File: config.mk
export PLATFORM = sky130hd
export DESIGN_NAME = uart_cmd_framer
export DESIGN_NICKNAME = d
export VERILOG_FILES = /design/src/rtl/uart_cmd_pkg.sv /design/src/rtl/uart_cmd_framer_uart.sv /design/src/rtl/uart_cmd_framer.sv
export SDC_FILE = /design/constraint.sdc
export NUM_CORES = 1
export LEC_CHECK = 0
export ABC_CLOCK_PERIOD_IN_PS = 2000
export BUFFER_PORTS_ARGS = -buffer_cell sky130_fd_sc_hd__buf_4
export CORE_ASPECT_RATIO = 1.2
export CORE_MARGIN = 2
export CORE_UTILIZATION = 30
export CTS_CLUSTER_DIAMETER = 50
export CTS_CLUSTER_SIZE = 8
export DETAILED_ROUTE_END_ITERATION = 6
export GPL_ROUTABILITY_DRIVEN = 0
export PLACE_DENSITY = 0.48
export SLEW_MARGIN = 15
export SYNTH_ARGS = -nofsm -noshare
export SYNTH_HDL_FRONTEND = slang
export SYNTH_SLANG_ARGS = --single-unit
File: constraint.sdc
create_clock -name clk -period 2 [get_ports clk]
set_clock_uncertainty 0.1 [all_clocks]
set_input_delay 0.4 -clock clk [delete_from_list [all_inputs] [get_ports clk]]
set_output_delay 0.4 -clock clk [all_outputs]
set_load 0.005 [all_outputs]
File: src/rtl/uart_cmd_pkg.sv
// Shared types and constants for the UART command framer.
package uart_cmd_pkg;

    localparam int unsigned BYTE_W         = 8;
    localparam int unsigned MAX_DATA_BYTES = 8;
    localparam logic [7:0]  CHK_GOOD       = 8'h00;

    typedef enum logic [1:0] {
        RX_IDLE    = 2'd0,
        RX_PAYLOAD = 2'd1,
        RX_CHK     = 2'd2
    } rx_state_t;

    typedef enum logic [1:0] {
        TX_IDLE = 2'd0,
        TX_LOAD = 2'd1,
        TX_WAIT = 2'd2
    } tx_state_t;

endpackage

File: src/rtl/uart_cmd_framer_uart.sv
// Bit-level 8N1 UART transceiver: oversampled receiver with held rx_rdy, single-byte transmitter.
module uart_cmd_framer_uart
    import uart_cmd_pkg::*;
#(
    parameter int unsigned BAUD_DIV = 434
) (
    input  logic              clk,
    input  logic              rst_n,
    input  logic              rx,
    output logic              tx,
    output logic [BYTE_W-1:0] rx_data,
    output logic              rx_rdy,
    input  logic              clr_rx_rdy,
    input  logic [BYTE_W-1:0] tx_data,
    input  logic              trmt,
    output logic              tx_done
);

    localparam int unsigned      BAUD_W     = $clog2(BAUD_DIV + 1);
    localparam logic [BAUD_W-1:0] BAUD_LAST  = BAUD_W'(BAUD_DIV - 1);
    // Start count compensates the two-flop synchroniser so samples land mid-bit.
    localparam logic [BAUD_W-1:0] BAUD_START = BAUD_W'((BAUD_DIV > 2) ? (BAUD_DIV / 2 - 1) : 0);

    logic [1:0]        rx_sync;
    logic              rx_s;
    logic              rx_busy;
    logic [BAUD_W-1:0] rx_baud;
    logic [3:0]        rx_bit;
    logic [BYTE_W-1:0] rx_shift;

    logic [9:0]        tx_sr;
    logic              tx_busy;
    logic [BAUD_W-1:0] tx_baud;
    logic [3:0]        tx_bit;

    always_ff @(posedge clk or negedge rst_n) begin
        if (!rst_n) rx_sync <= 2'b11;
        else        rx_sync <= {rx_sync[0], rx};
    end

    assign rx_s    = rx_sync[1];
    assign rx_data = rx_shift;

    // Receiver: sample 0 is the start bit, 1..8 data LSB first, 9 the stop bit.
    always_ff @(posedge clk or negedge rst_n) begin
        if (!rst_n) begin
            rx_busy  <= 1'b0;
            rx_baud  <= '0;
            rx_bit   <= '0;
            rx_shift <= '0;
            rx_rdy   <= 1'b0;
        end else begin
            if (clr_rx_rdy) rx_rdy <= 1'b0;
            if (!rx_busy) begin
                if (!rx_s) begin
                    rx_busy <= 1'b1;
                    rx_baud <= BAUD_START;
                    rx_bit  <= '0;
                end
            end else if (rx_baud != '0) begin
                rx_baud <= rx_baud - BAUD_W'(1);
            end else begin
                rx_baud <= BAUD_LAST;
                rx_bit  <= rx_bit + 4'd1;
                if (rx_bit == 4'd0) begin
                    if (rx_s) rx_busy <= 1'b0;
                end else if (rx_bit == 4'd9) begin
                    rx_busy <= 1'b0;
                    rx_rdy  <= 1'b1;
                end else begin
                    rx_shift <= {rx_s, rx_shift[BYTE_W-1:1]};
                end
            end
        end
    end

    // Transmitter: shift out start, 8 data bits, stop; tx_done pulses after the stop bit.
    always_ff @(posedge clk or negedge rst_n) begin
        if (!rst_n) begin
            tx_sr   <= '1;
            tx_busy <= 1'b0;
            tx_baud <= '0;
            tx_bit  <= '0;
            tx_done <= 1'b0;
        end else begin
            tx_done <= 1'b0;
            if (!tx_busy) begin
                if (trmt) begin
                    tx_sr   <= {1'b1, tx_data, 1'b0};
                    tx_busy <= 1'b1;
                    tx_baud <= BAUD_LAST;
                    tx_bit  <= '0;
                end
            end else if (tx_baud != '0) begin
                tx_baud <= tx_baud - BAUD_W'(1);
            end else begin
                tx_baud <= BAUD_LAST;
                tx_sr   <= {1'b1, tx_sr[9:1]};
                tx_bit  <= tx_bit + 4'd1;
                if (tx_bit == 4'd9) begin
                    tx_busy <= 1'b0;
                    tx_done <= 1'b1;
                end
            end
        end
    end

    assign tx = tx_sr[0];

endmodule

File: src/rtl/uart_cmd_framer.sv
// Command framer: assembles cmd+payload(+checksum) frames from the UART and serialises responses MSB byte first.
module uart_cmd_framer
    import uart_cmd_pkg::*;
#(
    parameter int unsigned DATA_BYTES  = 2,
    parameter int unsigned RESP_BYTES  = 1,
    parameter int unsigned TIMEOUT_CYC = 65536,
    parameter bit          CHKSUM_EN   = 1'b0,
    parameter int unsigned BAUD_DIV    = 434
) (
    input  logic                         clk,
    input  logic                         rst_n,
    input  logic                         RX,
    output logic                         TX,
    output logic [BYTE_W-1:0]            cmd,
    output logic [BYTE_W*DATA_BYTES-1:0] data,
    output logic                         cmd_rdy,
    input  logic                         clr_cmd_rdy,
    output logic                         frame_err,
    input  logic                         snd_resp,
    input  logic [BYTE_W*RESP_BYTES-1:0] resp,
    output logic                         tx_busy,
    output logic                         resp_sent
);

    localparam int unsigned DATA_W = BYTE_W * DATA_BYTES;
    localparam int unsigned RESP_W = BYTE_W * RESP_BYTES;
    localparam int unsigned CNT_W  = $clog2(DATA_BYTES + 1);
    localparam int unsigned TMO_W  = (TIMEOUT_CYC == 0) ? 1 : $clog2(TIMEOUT_CYC + 1);
    localparam int unsigned IDX_W  = (RESP_BYTES > 1) ? $clog2(RESP_BYTES) : 1;
    localparam logic [CNT_W-1:0] CNT_LAST = CNT_W'(DATA_BYTES - 1);
    localparam logic [TMO_W-1:0] TMO_LAST = TMO_W'((TIMEOUT_CYC == 0) ? 0 : TIMEOUT_CYC - 1);
    localparam logic [IDX_W-1:0] IDX_LAST = IDX_W'(RESP_BYTES - 1);

    logic [BYTE_W-1:0] rx_byte;
    logic              rx_rdy;
    logic              trmt;
    logic              tx_done;
    logic [BYTE_W-1:0] tx_byte;

    uart_cmd_framer_uart #(.BAUD_DIV(BAUD_DIV)) u_uart (
        .clk        (clk),
        .rst_n      (rst_n),
        .rx         (RX),
        .tx         (TX),
        .rx_data    (rx_byte),
        .rx_rdy     (rx_rdy),
        .clr_rx_rdy (rx_rdy),
        .tx_data    (tx_byte),
        .trmt       (trmt),
        .tx_done    (tx_done)
    );

    rx_state_t         rx_state, rx_next;
    logic [BYTE_W-1:0] cmd_work;
    logic [BYTE_W-1:0] sum;
    logic [DATA_W-1:0] data_work;
    logic [DATA_W-1:0] data_shift_c;
    logic [CNT_W-1:0]  byte_cnt;
    logic [TMO_W-1:0]  tmo_cnt;
    logic              tmo_hit_c;
    logic              start_c, shift_c, commit_c, chk_bad_c, timeout_c;

    assign data_shift_c = DATA_W'({data_work, rx_byte});
    assign tmo_hit_c    = (TIMEOUT_CYC != 0) && (tmo_cnt == TMO_LAST);

    always_ff @(posedge clk or negedge rst_n) begin
        if (!rst_n) rx_state <= RX_IDLE;
        else        rx_state <= rx_next;
    end

    // RX next-state; an arriving byte always takes priority over a timeout in the same cycle.
    always_comb begin
        rx_next   = rx_state;
        start_c   = 1'b0;
        shift_c   = 1'b0;
        commit_c  = 1'b0;
        chk_bad_c = 1'b0;
        timeout_c = 1'b0;
        case (rx_state)
            RX_IDLE: begin
                if (rx_rdy) begin
                    start_c = 1'b1;
                    rx_next = RX_PAYLOAD;
                end
            end
            RX_PAYLOAD: begin
                if (rx_rdy) begin
                    shift_c = 1'b1;
                    if (byte_cnt == CNT_LAST) begin
                        if (CHKSUM_EN) begin
                            rx_next = RX_CHK;
                        end else begin
                            commit_c = 1'b1;
                            rx_next  = RX_IDLE;
                        end
                    end
                end else if (tmo_hit_c) begin
                    timeout_c = 1'b1;
                    rx_next   = RX_IDLE;
                end
            end
            RX_CHK: begin
                if (rx_rdy) begin
                    rx_next = RX_IDLE;
                    if (BYTE_W'(sum + rx_byte) == CHK_GOOD) commit_c  = 1'b1;
                    else                                    chk_bad_c = 1'b1;
                end else if (tmo_hit_c) begin
                    timeout_c = 1'b1;
                    rx_next   = RX_IDLE;
                end
            end
            default: rx_next = RX_IDLE;
        endcase
    end

    // RX datapath: working registers, committed frame, flags and inter-byte timer.
    always_ff @(posedge clk or negedge rst_n) begin
        if (!rst_n) begin
            cmd_work  <= '0;
            sum       <= '0;
            data_work <= '0;
            byte_cnt  <= '0;
            tmo_cnt   <= '0;
            cmd       <= '0;
            data      <= '0;
            cmd_rdy   <= 1'b0;
            frame_err <= 1'b0;
        end else begin
            if (start_c) begin
                cmd_work <= rx_byte;
                sum      <= rx_byte;
                byte_cnt <= '0;
            end
            if (shift_c) begin
                data_work <= data_shift_c;
                sum       <= BYTE_W'(sum + rx_byte);
                byte_cnt  <= byte_cnt + CNT_W'(1);
            end
            if (commit_c) begin
                cmd  <= cmd_work;
                data <= (rx_state == RX_CHK) ? data_work : data_shift_c;
            end
            if (commit_c)                    cmd_rdy <= 1'b1;
            else if (clr_cmd_rdy || start_c) cmd_rdy <= 1'b0;
            frame_err <= chk_bad_c | timeout_c;
            if (rx_rdy || rx_state == RX_IDLE) tmo_cnt <= '0;
            else                               tmo_cnt <= tmo_cnt + TMO_W'(1);
        end
    end

    tx_state_t         tx_state, tx_next;
    logic [RESP_W-1:0] resp_sh;
    logic [IDX_W-1:0]  idx;
    logic              accept_c, advance_c, last_c;

    assign trmt    = (tx_state == TX_LOAD);
    assign tx_byte = resp_sh[RESP_W-1 -: BYTE_W];

    always_ff @(posedge clk or negedge rst_n) begin
        if (!rst_n) tx_state <= TX_IDLE;
        else        tx_state <= tx_next;
    end

    // TX next-state; snd_resp is only honoured from TX_IDLE.
    always_comb begin
        tx_next   = tx_state;
        accept_c  = 1'b0;
        advance_c = 1'b0;
        last_c    = 1'b0;
        case (tx_state)
            TX_IDLE: begin
                if (snd_resp) begin
                    accept_c = 1'b1;
                    tx_next  = TX_LOAD;
                end
            end
            TX_LOAD: tx_next = TX_WAIT;
            TX_WAIT: begin
                if (tx_done) begin
                    if (idx == '0) begin
                        last_c  = 1'b1;
                        tx_next = TX_IDLE;
                    end else begin
                        advance_c = 1'b1;
                        tx_next   = TX_LOAD;
                    end
                end
            end
            default: tx_next = TX_IDLE;
        endcase
    end

    always_ff @(posedge clk or negedge rst_n) begin
        if (!rst_n) begin
            resp_sh   <= '0;
            idx       <= '0;
            tx_busy   <= 1'b0;
            resp_sent <= 1'b0;
        end else begin
            if (accept_c) begin
                resp_sh <= resp;
                idx     <= IDX_LAST;
            end else if (advance_c) begin
                resp_sh <= resp_sh << BYTE_W;
                idx     <= idx - IDX_W'(1);
            end
            tx_busy   <= (tx_next != TX_IDLE);
            resp_sent <= last_c;
        end
    end

endmodule

==> summary.md, run 1 <==
| Metric | Value |
|---|---|
| Crit-path max FO | 4 |
| Gr ovfl total | 0 |
| 1st-iter DRT viols | 150 |
| Max Cap Violations | 0 |
| Critical Path AT | between 2 and 2.5 ns |
| Final Setup Violations | 0 |
| Core area | about 0.018 mm^2 |
| Synth Area per Inst | between 10 and 15 um^2 |
| Hold slack | around 0.093 ns |
| FP Rows | 53 |
| Post-synth EDFFs | 0 |
| Die width | about 130 um |
| WP data required | roughly 2.2 ns |
| Mapped Cells | between 400 and 500 |
| Ant diodes | 0 |
| Period utilization | slightly below 100% |
| Gr usage total | 11.8% |
| Peak Freq | around 520 MHz |
| IO Count | between 40 and 50 |
| Vias in the first global route | between 3k and 4k |
| Seq/Total Area, Yosys | between 50% and 60% |
| Max clock buf depth | 2 |
| First-pass GRT wire length | 17,800 um |
| Die area | roughly 0.019 mm^2 |
| Worst-Margin Slew | between 0.6 and 0.7 ns |
| Clock root cell | clkbuf_16 |
| RSZ-0062 raised after global routing | true |
| Detailed-router iteration count before antenna repair | 5 |
| Asr flop ratio synth | 100% |
| DRT Wirelength | slightly above 10,000 um |
| Worst setup path category | flop to flop |
| Crit end category | flop |
| DP Worst Slack | -0.0140 ns |
| Syn-to-layout area delta | 27.2% |
| Routed len/inst | between 10 and 15 um |
| VDD IR max | slightly above 0.5 mV |
| Max-slew violations | 0 |
| Net count, final | 537 |
| Power Total | just over 6000 uW |
| Worst-path clk slew | roughly 0.060 ns |
| FF-to-FF setup slack | approximately 0.060 ns |
| Number of synthesized register bits | approximately 120 |
| Die Span Y | between 150 and 200 um |
| Clk_lat worst skew | around 0.42 ns |
| TritonCTS clock tree | built |
| H-tree depth | 4 |
| Via count | roughly 3.6k |
| Initial antenna violation count | 0 |
| Startpoint types | flop |
| Finished Cell Area | 0.00679 mm^2 |
| Hold crit path type | primary input to flop |
| Dpl hpwl | ~7000 um |
| Leakage power | 0.00322 uW |
| Clock sink total | 124 |
| Fillers | ~1.7k |
| Final ANT Viol Nets | 0 |
| Syn_nets | 467 |
| Starting Density | just over 30% |
| Post-synth cell types | 55 |
| DRC Markers | 0 |
| Hold Fails Final Rpt | 0 |
| Post-route core utilization | 38.8% |
| Share of cells above drive strength 1 | between 30% and 40% |
| TritonCTS Buffers | 17 |
| Port Buffers | 41 |
| Setup ws final | around 0.06 ns |
| Largest net degree at the start of global routing | 54 |
| Status | finished clean |
| Slew margin rel. | a little under three fifths |
| PwrDens | slightly above 900 mW/mm^2 |
| Synth Cell Area | approximately 0.0053 mm^2 |
| Fin crit period | 1.94 ns |
| Dpl cell area | roughly 0.006 mm^2 |
| Prevailing post-synth register cell | dfrtp_1 |
| Syn. warnings | 0 |
| Vias per cell | 4.79 |
[layout make-up]
class | instances | area [um^2] | share of cell area, %
Sequential cell | 124 | 3120 | 45.9
Multi-Input combinational cell | 282 | 2090 | 30.7
Timing Repair Buffer | 67 | 546 | 8.04
Clock buffer | 20 | 467 | 6.88
Tap cell | 220 | 275 | 4.06
Clock inverter | 11 | 214 | 3.15
Inverter | 22 | 82.6 | 1.22
[cells in the mapped netlist, drive strengths merged, types with 2 or more instances]
library cell	instances	area share, %
a21oi	13	1.2
xor2	4	0.66
a211oi	2	0.28
or3	3	0.35
a31oi	6	0.70
o21a	2	0.28
o21ai	16	1.5
o31a	2	0.33
inv	22	1.5
a22o	9	1.5
mux2	48	11
nor2b	6	0.70
and2	4	0.47
o22a	2	0.33
nor3b	2	0.28
nand4	3	0.35
ha	10	2.3
xnor2	9	1.5
nand2	24	1.7
nor4	7	1.2
nor4b	2	0.61
nand3b	2	0.28
dfrtp	113	53
and4	2	0.33
nand2b	7	0.82
nand3	15	1.4
o22ai	10	1.2
nor3	14	1.3
nor2	34	2.4
clkbuf	15	1.1
mux2i	6	1.1
dfstp	11	5.4
a41o	2	0.38
[final timing paths]
kind / cells after the start / endpoint / startpoint
setup / recovery: 5 / u_uart.tx_baud[3]$_DFFE_PN0P_ / u_uart.tx_baud[1]$_DFFE_PN0P_
hold / removal: 2 / resp_sh[1]$_DFFE_PN0P_ / resp[1]
setup reg to reg: 5 / u_uart.tx_baud[3]$_DFFE_PN0P_ / u_uart.tx_baud[1]$_DFFE_PN0P_
hold reg to reg: 0 / u_uart.rx_sync[1]$_DFF_PN1_ / u_uart.rx_sync[0]$_DFF_PN1_
max in group asynchronous: 3 / u_uart.tx_sr[0]$_DFFE_PN1P_ / rst_n
min in group asynchronous: 2 / cmd[5]$_DFFE_PN0P_ / rst_n
[critical path: stages, from the launching register on]
cell and delay, ns:
dfrtp_1 0.37, inv_1 0.06, ha_2 0.19, or3b_2 0.46
o31a_1 0.29, a221o_1 0.33
[cells in the final DEF (no fill, tap or decap), drive strengths merged, types with 2 or more instances in the layout]
cell type | Yosys | final
a31oi | 6 | 6
o31a | 2 | 2
nor3 | 14 | 14
o21a | 2 | 2
dfstp | 11 | 11
inv | 22 | 22
nand2b | 7 | 7
ha | 10 | 10
clkinvlp | 0 | 2
a211oi | 2 | 2
and2 | 4 | 4
bufinv | 0 | 6
nand2 | 24 | 24
a22o | 9 | 9
nand4 | 3 | 3
clkinv | 0 | 3
nor4 | 7 | 7
clkbuf | 15 | 20
mux2i | 6 | 6
o22a | 2 | 2
o22ai | 10 | 10
nand3b | 2 | 2
nor2 | 34 | 34
nor2b | 6 | 6
nor4b | 2 | 2
xnor2 | 9 | 9
mux2 | 48 | 48
xor2 | 4 | 4
a41o | 2 | 2
buf | 1 | 65
nand3 | 15 | 15
nor3b | 2 | 2
or3 | 3 | 3
dlygate4sd3 | 0 | 2
dfrtp | 113 | 113
a21oi | 13 | 13
and4 | 2 | 2
o21ai | 16 | 16
[state kept, by name (all words and copies together) (netlist names), 2 cells and up]
| register | count |
|---|---|
| cmd | 8 |
| u_uart.rx_sync | 2 |
| data | 16 |
| u_uart.tx_sr | 9 |
| u_uart.rx_data | 8 |
| tx_state | 2 |
| cmd_work | 8 |
| tmo_cnt | 17 |
| data_work | 8 |
| u_uart.tx_baud | 9 |
| resp_sh | 8 |
| u_uart.rx_baud | 9 |
| u_uart.rx_bit | 4 |
| byte_cnt | 2 |
| u_uart.tx_bit | 4 |
[power breakdown]
part / switching (uW) / internal, uW
registers: 13.7 / 2540
logic: 58.3 / 37.9
clock network: 1080 / 2420
total: 1160 / 5000
[kinds of logic (layout without fill, tap and decap cells)]
group	count (synthesis)	in the layout	synth area share (%)
AO/OA/AOI/OAI	75	75	9.45
flip-flops	124	124	58.4
multiplexers	54	54	11.8
adder cells (fa/ha/maj)	10	10	2.34
AND/OR/NAND/NOR	130	130	13.0
buffers and inverters	38	120	2.81
XOR/XNOR	13	13	2.13
[through the flow]
stage | std cells | setup TNS, ns
after floorplan | 444 | 0
after global placement | 710 | 0
after detailed placement | 710 | -0.0140
after CTS | 745 | 0
after global routing | 746 | -0.0255
final | 746 | 0
[repair_timing]
| action | CTS | global route |
|---|---|---|
| hold buffers | 2 | 0 |
| setup endpoints to repair | 1 | 13 |
| buffers inserted | 2 | 1 |
| resized for setup | 1 | 4 |
| endpoints found under the hold margin | 25 | 0 |
| pin swaps | 1 | 3 |
[routing by layer]
| metal | vias up | global-route usage, % | share of wire [%] |
|---|---|---|---|
| li1 | 1732 | - | - |
| met1 | 1763 | 14.9 | 47 |
| met2 | 70 | 18.7 | 48 |
| met3 | 11 | 3.45 | 3.5 |
| met4 | 0 | 5.60 | 1.3 |
| met5 | - | 0 | 0 |
(Power assumes the default switching activity.)
==> run 2, diff against run 1 <==
--- a/config.mk
+++ b/config.mk
@@ -8,7 +8,7 @@
 export ABC_CLOCK_PERIOD_IN_PS = 2000
 export BUFFER_PORTS_ARGS = -buffer_cell sky130_fd_sc_hd__buf_4
 export CORE_ASPECT_RATIO = 1.2
-export CORE_MARGIN = 2
+export CORE_MARGIN = 8
 export CORE_UTILIZATION = 30
 export CTS_CLUSTER_DIAMETER = 50
 export CTS_CLUSTER_SIZE = 8
==> summary.md, run 2 (synthesized netlist as in run 1, its figures left out) <==
| Metric | Value |
|---|---|
| Fin cells | 749 |
| Max Cap Violations | 0 |
| Buffers & Inverters on Critical Path | 1 |
| Most common library cell in the layout ignoring fill and taps | dfrtp_1 |
| Clock sink total | approximately 120 |
| Final ANT Viol Nets | 0 |
| Die area | between 0.02 and 0.025 mm^2 |
| Hold path cells | 2 |
| Hold slack | approximately 0.1 ns |
| DRC Markers | 0 |
| Setup ws final | 0.0981 ns |
| Startpoint types | flop |
| Worst-path clk slew | ~0.06 ns |
| VDD IR max | approximately 0.54 mV |
| Worst-Margin Slew | 0.592 ns |
| First-pass GRT wire length | between 15,000 and 20,000 um |
| Post-route core utilization | a little under two fifths |
| Placed Instances | just over 700 |
| IO Count | 42 |
| Core area | between 0.015 and 0.02 mm^2 |
| Die Span Y | between 150 and 200 um |
| Dpl cell area | about 0.0061 mm^2 |
| Routed len/inst | 14.2 um |
| Final Setup Violations | 0 |
| Most flops, register | tmo_cnt |
| Syn-to-layout area delta | 25.9% |
| Crit end category | flop |
| Hold Fails Final Rpt | 0 |
| Hold crit path type | primary input to flop |
| Leakage power | 0.00320 uW |
| Largest net degree at the start of global routing | 51 |
| FF-to-FF End | u_uart.rx_data[5]$_DFFE_PN0P_ |
| Most frequent cells in the layout | dfrtp_1, buf_4, mux2_2 |
| Starting Density | a little under a third |
| Port Buffers | a little over 40 |
| Slew margin rel. | between 60% and 70% |
| Period utilization | a little over nine tenths |
| Delay-heaviest family, CP | compound AO/OA/AOI/OAI gates |
| Dpl hpwl | 7330 um |
| TritonCTS Buffers | 17 |
| Share of cells above drive strength 1 | between 30% and 40% |
| TritonCTS clock tree | built |
| Detailed-router iteration count before antenna repair | 4 |
| DP Worst Slack | -0.00365 ns |
| PwrDens | approximately 840 mW/mm^2 |
| Gr ovfl total | 0 |
| Worst flop-to-flop path startpoint | u_uart.rx_baud[0]$_DFFE_PN0P_ |
| Max-slew violations | 0 |
| Vias in the first global route | between 3k and 4k |
| Gr usage total | between 10% and 20% |
| Min-Delay Endpoint | resp_sh[4]$_DFFE_PN0P_ |
| Peak Freq | ~530 MHz |
| H-tree depth | 4 |
| WP data required | between 2 and 2.5 ns |
| Crit-path max FO | 8 |
| Via count | 3,590 |
| Worst setup path category | flop to flop |
| Net count, final | 539 |
| RSZ-0062 raised after global routing | false |
| Critical Path AT | about 2.1 ns |
| Ant diodes | 0 |
| FF-to-FF setup slack | 0.1 ns |
| Initial antenna violation count | 0 |
| Clk_lat worst skew | ~0.41 ns |
| CP cell instances | inv_1 > ha_2 > nor4b_4 > nand2_2 > a211o_2 > mux2_4 |
| Largest regs | tmo_cnt (17), data (16) |
| Max FFs per register | 17 |
| Clock root cell | clkbuf_16 |
| CP max stage cell | a211o_2 |
| DRT Wirelength | 10,600 um |
| Vias per cell | approximately 4.8 |
| Max clock buf depth | 2 |
| Status | finished clean |
| Fin crit period | ~1.9 ns |
| Max incr delay on CP | 0.43 ns |
| FP Rows | 53 |
| 1st-iter DRT viols | about 130 |
| Finished Cell Area | roughly 0.0067 mm^2 |
| Worst hold start | resp[4] |
| Die width | about 140 um |
| Reg2Reg Depth | 6 |
==> run 2: cell types whose count changed in the layout (fill, tap and decap cells not counted) <==
cell	change
bufinv_16	-4
clkbuf_8	+1
buf_4	+2
clkinvlp_4	+1
or3b_4	+1
clkinv_2	+3
o21ai_1	-1
o21ai_0	+1
nor3b_2	+1
a211o_4	-1
nor3b_1	-1
or3b_2	-1
a211o_2	+1
==> run 2: stage by stage <==
stage	power (uW)	TNS, ns
detailed placement	2690	-0.00365
floorplan	2610	0
global route	5890	0
global placement	2690	0
finish	5680	0
CTS	5770	0
==> run 2: final cells by class <==
class                   count  area, um^2
multi-input cells         282        2090
clock buffers              21         480
repair buffers             69         561
flip-flops and latches    124        3120
inverters                  22        82.6
clock inverters            11         116
well taps                 220         275
fillers                  1756       10800
==> run 2: layer usage <==
metal	up-vias	track usage, %	share of wire, %
met5	-	0	0
met4	0	4.85	1.7
met3	10	2.84	3.3
met2	58	16.6	49
met1	1792	12.6	46
li1	1730	-	-
==> run 2: repair_timing <==
action	CTS	global route
hold buffers	2	0
endpoints found under the setup margin	1	20
gates resized for setup	1	4
endpoints found under the hold margin	25	0
buffers inserted	3	1
pin swaps	1	2
==> run 2: power by group <==
group | internal, uW | leakage (uW) | switching, uW
registers | 2540 | 0.00164 | 14.2
clock network | 1950 | 0.000291 | 1070
logic | 37.9 | 0.00127 | 58.0
total | 4530 | 0.00320 | 1150
==> run 2: worst max path at each step <==
stage                             startpoint                             to  slack [ns]  cells past startpoint
6_report       u_uart.rx_baud[0]$_DFFE_PN0P_  u_uart.rx_data[5]$_DFFE_PN0P_         0.1                      6
3_5_place_dp   u_uart.tx_baud[1]$_DFFE_PN0P_  u_uart.tx_baud[3]$_DFFE_PN0P_      -0.004                      5
4_1_cts        u_uart.tx_baud[1]$_DFFE_PN0P_  u_uart.tx_baud[3]$_DFFE_PN0P_        0.02                      5
5_1_grt        u_uart.rx_baud[0]$_DFFE_PN0P_  u_uart.rx_data[6]$_DFFE_PN0P_       0.006                      6
2_1_floorplan  u_uart.rx_baud[0]$_DFFE_PN0P_  u_uart.rx_data[0]$_DFFE_PN0P_       0.009                      7
3_3_place_gp   u_uart.tx_baud[1]$_DFFE_PN0P_  u_uart.tx_baud[3]$_DFFE_PN0P_        0.06                      5
==> run 3, diff against run 2 <==
--- a/config.mk
+++ b/config.mk
@@ -15,7 +15,9 @@
 export DETAILED_ROUTE_END_ITERATION = 6
 export GPL_ROUTABILITY_DRIVEN = 0
 export PLACE_DENSITY = 0.48
+export RECOVER_POWER = 100
 export SLEW_MARGIN = 15
 export SYNTH_ARGS = -nofsm -noshare
 export SYNTH_HDL_FRONTEND = slang
+export SYNTH_HIERARCHICAL = 1
 export SYNTH_SLANG_ARGS = --single-unit
==> summary.md, run 3 <==
| Metric | Value |
|---|---|
| Max FFs per register | 17 |
| Top cells by count, synth | dfrtp_1, mux2_2, nor2_1 |
| Mapped Cells | approximately 440 |
| Syn. warnings | 6 |
| Reg2Reg Depth | 5 |
| Clk_lat worst skew | roughly 0.41 ns |
| Crit. path cell count | 5 |
| IO Count | 42 |
| WP data required | between 2 and 2.5 ns |
| PwrDens | just over 800 mW/mm^2 |
| Starting Density | just over 30% |
| Status | finished clean |
| Clock root cell | clkbuf_16 |
| Clock sink total | around 120 |
| Vias in the first global route | between 3k and 4k |
| Via count | between 3k and 4k |
| Die area | 0.0227 mm^2 |
| Synth Cell Area | approximately 0.0054 mm^2 |
| Fin crit period | 1.91 ns |
| Largest net degree at the start of global routing | 41 |
| Fillers | 1,772 |
| Fin cells | about 740 |
| Post-synth cell types | 56 |
| Delay-heaviest family, CP | simple AND/OR/NAND/NOR gates |
| Critical Path AT | 2.10 ns |
| Dpl hpwl | about 7000 um |
| FP Rows | between 50 and 60 |
| Routed len/inst | 14.3 um |
| Largest regs | tmo_cnt (17), data (16) |
| H-tree depth | 4 |
| CP cell instances | nor4_1 > buf_4 > a21o_2 > nand2_1 > a211o_1 |
| Leakage power | between 0.003 and 0.004 uW |
| DRC Markers | 0 |
| Slew margin rel. | 50.4% |
| DRT Wirelength | roughly 11,000 um |
| Number of synthesized register bits | 124 |
| Most common library cell in the layout ignoring fill and taps | dfrtp_1 |
| TritonCTS Buffers | 17 |
| Crit-path max FO | 6 |
| Seq/Total Area, Yosys | 57.5% |
| TritonCTS clock tree | built |
| Syn_nets | about 460 |
| Port Buffers | slightly above 40 |
| Buffers & Inverters on Critical Path | 1 |
| Worst setup path category | flop to flop |
| Gr ovfl total | 0 |
| Hold path cells | 2 |
| Ant diodes | 0 |
| Detailed-router iteration count before antenna repair | 4 |
| Hold Fails Final Rpt | 0 |
| Most frequent cells in the layout | dfrtp_1, mux2_2, nor2_1 |
| Asr flop ratio synth | 100% |
| Vias per cell | roughly 4.7 |
| Gr usage total | approximately 10% |
| Worst-Margin Slew | 0.744 ns |
| First-pass GRT wire length | around 19,000 um |
| Period utilization | 95.3% |
| Yosys top cell by area | dfrtp_1 |
| Startpoint types | flop |
| Crit end category | flop |
| Most flops, register | tmo_cnt |
| Finished Cell Area | 0.00656 mm^2 |
| Count leader, synth | dfrtp_1 |
| Max Cap Violations | 0 |
| Post-synth EDFFs | 0 |
| Die Span Y | between 150 and 200 um |
| Dominant cells by area after synthesis | dfrtp_1, mux2_2, dfstp_2, xnor2_1, nor2_1 |
| Syn-to-layout area delta | 20.9% |
| Setup TNS | 0 ns |
| Max clock buf depth | 2 |
| Final Setup Violations | 0 |
| Hold crit path type | primary input to flop |
| Share of cells above drive strength 1 | around 28% |
| Worst-path clk slew | ~0.050 ns |
| Prevailing post-synth register cell | dfrtp_1 |
| Placed Instances | slightly above 700 |
| Share of the synthesized area in the top cell type | between 50 and 60% |
| Die width | between 100 and 150 um |
| CP max stage cell | dfrtp_1 |
| Synth Area per Inst | 12.4 um^2 |
| VDD IR max | about 0.48 mV |
| Max incr delay on CP | between 0.4 and 0.5 ns |
| Peak Freq | roughly 520 MHz |
| Core area | approximately 0.018 mm^2 |
| Max-slew violations | 0 |
| Dpl cell area | a little over 0.006 mm^2 |
| Net count, final | 525 |
| RSZ-0062 raised after global routing | false |
| Final ANT Viol Nets | 0 |
| FF-to-FF setup slack | about 0.094 ns |
| Hold slack | around 0.10 ns |
| Initial antenna violation count | 0 |
| 1st-iter DRT viols | approximately 150 |
## run 3: final timing paths
check,from,end
setup / recovery,u_uart/rx_baud[3]$_DFFE_PN0P_,u_uart/rx_bit[3]$_DFFE_PN0P_
hold / removal,resp[1],resp_sh[1]$_DFFE_PN0P_
setup reg to reg,u_uart/rx_baud[3]$_DFFE_PN0P_,u_uart/rx_bit[3]$_DFFE_PN0P_
hold reg to reg,u_uart/rx_sync[0]$_DFF_PN1_,u_uart/rx_sync[1]$_DFF_PN1_
max in group asynchronous,rst_n,u_uart/tx_sr[7]$_DFFE_PN1P_
min in group asynchronous,rst_n,data_work[2]$_DFFE_PN0P_
## run 3: per-stage QoR
step	power [uW]	util (%)	worst slack, ns
5_1_grt	5630	36.5	0.00789
2_1_floorplan	2610	-	0.207
4_1_cts	5510	37.0	0.0515
3_5_place_dp	2700	33.9	0.0819
6_report	5410	36.5	0.0937
3_3_place_gp	2700	33.9	0.131
## run 3: what timing repair did
action                     4_1_cts  5_1_grt
hold buffers                     2        0
gates resized for setup          0        8
setup buffers                    0        0
hold endpoints to repair        28        0
setup endpoints to repair        0       16
## run 3: cell type report
| cell class | instances | area (um^2) | area share [%] |
|---|---|---|---|
| Clock buffer | 22 | 464 | 7.08 |
| Clock inverter | 10 | 70.1 | 1.07 |
| Inverter | 20 | 75.1 | 1.15 |
| Multi-Input combinational cell | 282 | 2130 | 32.5 |
| Sequential cell | 124 | 3120 | 47.5 |
| Tap cell | 224 | 280 | 4.27 |
| Timing Repair Buffer | 57 | 422 | 6.43 |
## run 3: power by group
group / leakage, uW / internal (uW) / switching [uW]
Combinational: 0.00114 / 35.6 / 59.7
Sequential: 0.00164 / 2540 / 11.7
Clock: 0.000249 / 1640 / 1120
## run 3: kinds of logic after synthesis
family | synth area share, %
AND/OR/NAND/NOR | 13.7
buffers and inverters | 2.77
XOR/XNOR | 3.55
multiplexers | 12.2
adder cells (fa/ha/maj) | 2.31
AO/OA/AOI/OAI | 8.01
flip-flops | 57.5
## run 3: per-layer routing
metal,vias to the layer above,wire (um),global-route usage [%]
met2,47,5110,16.5
met5,-,0,0
met4,0,154,4.35
met1,1714,4970,12.1
li1,1672,-,-
met3,15,325,3.27
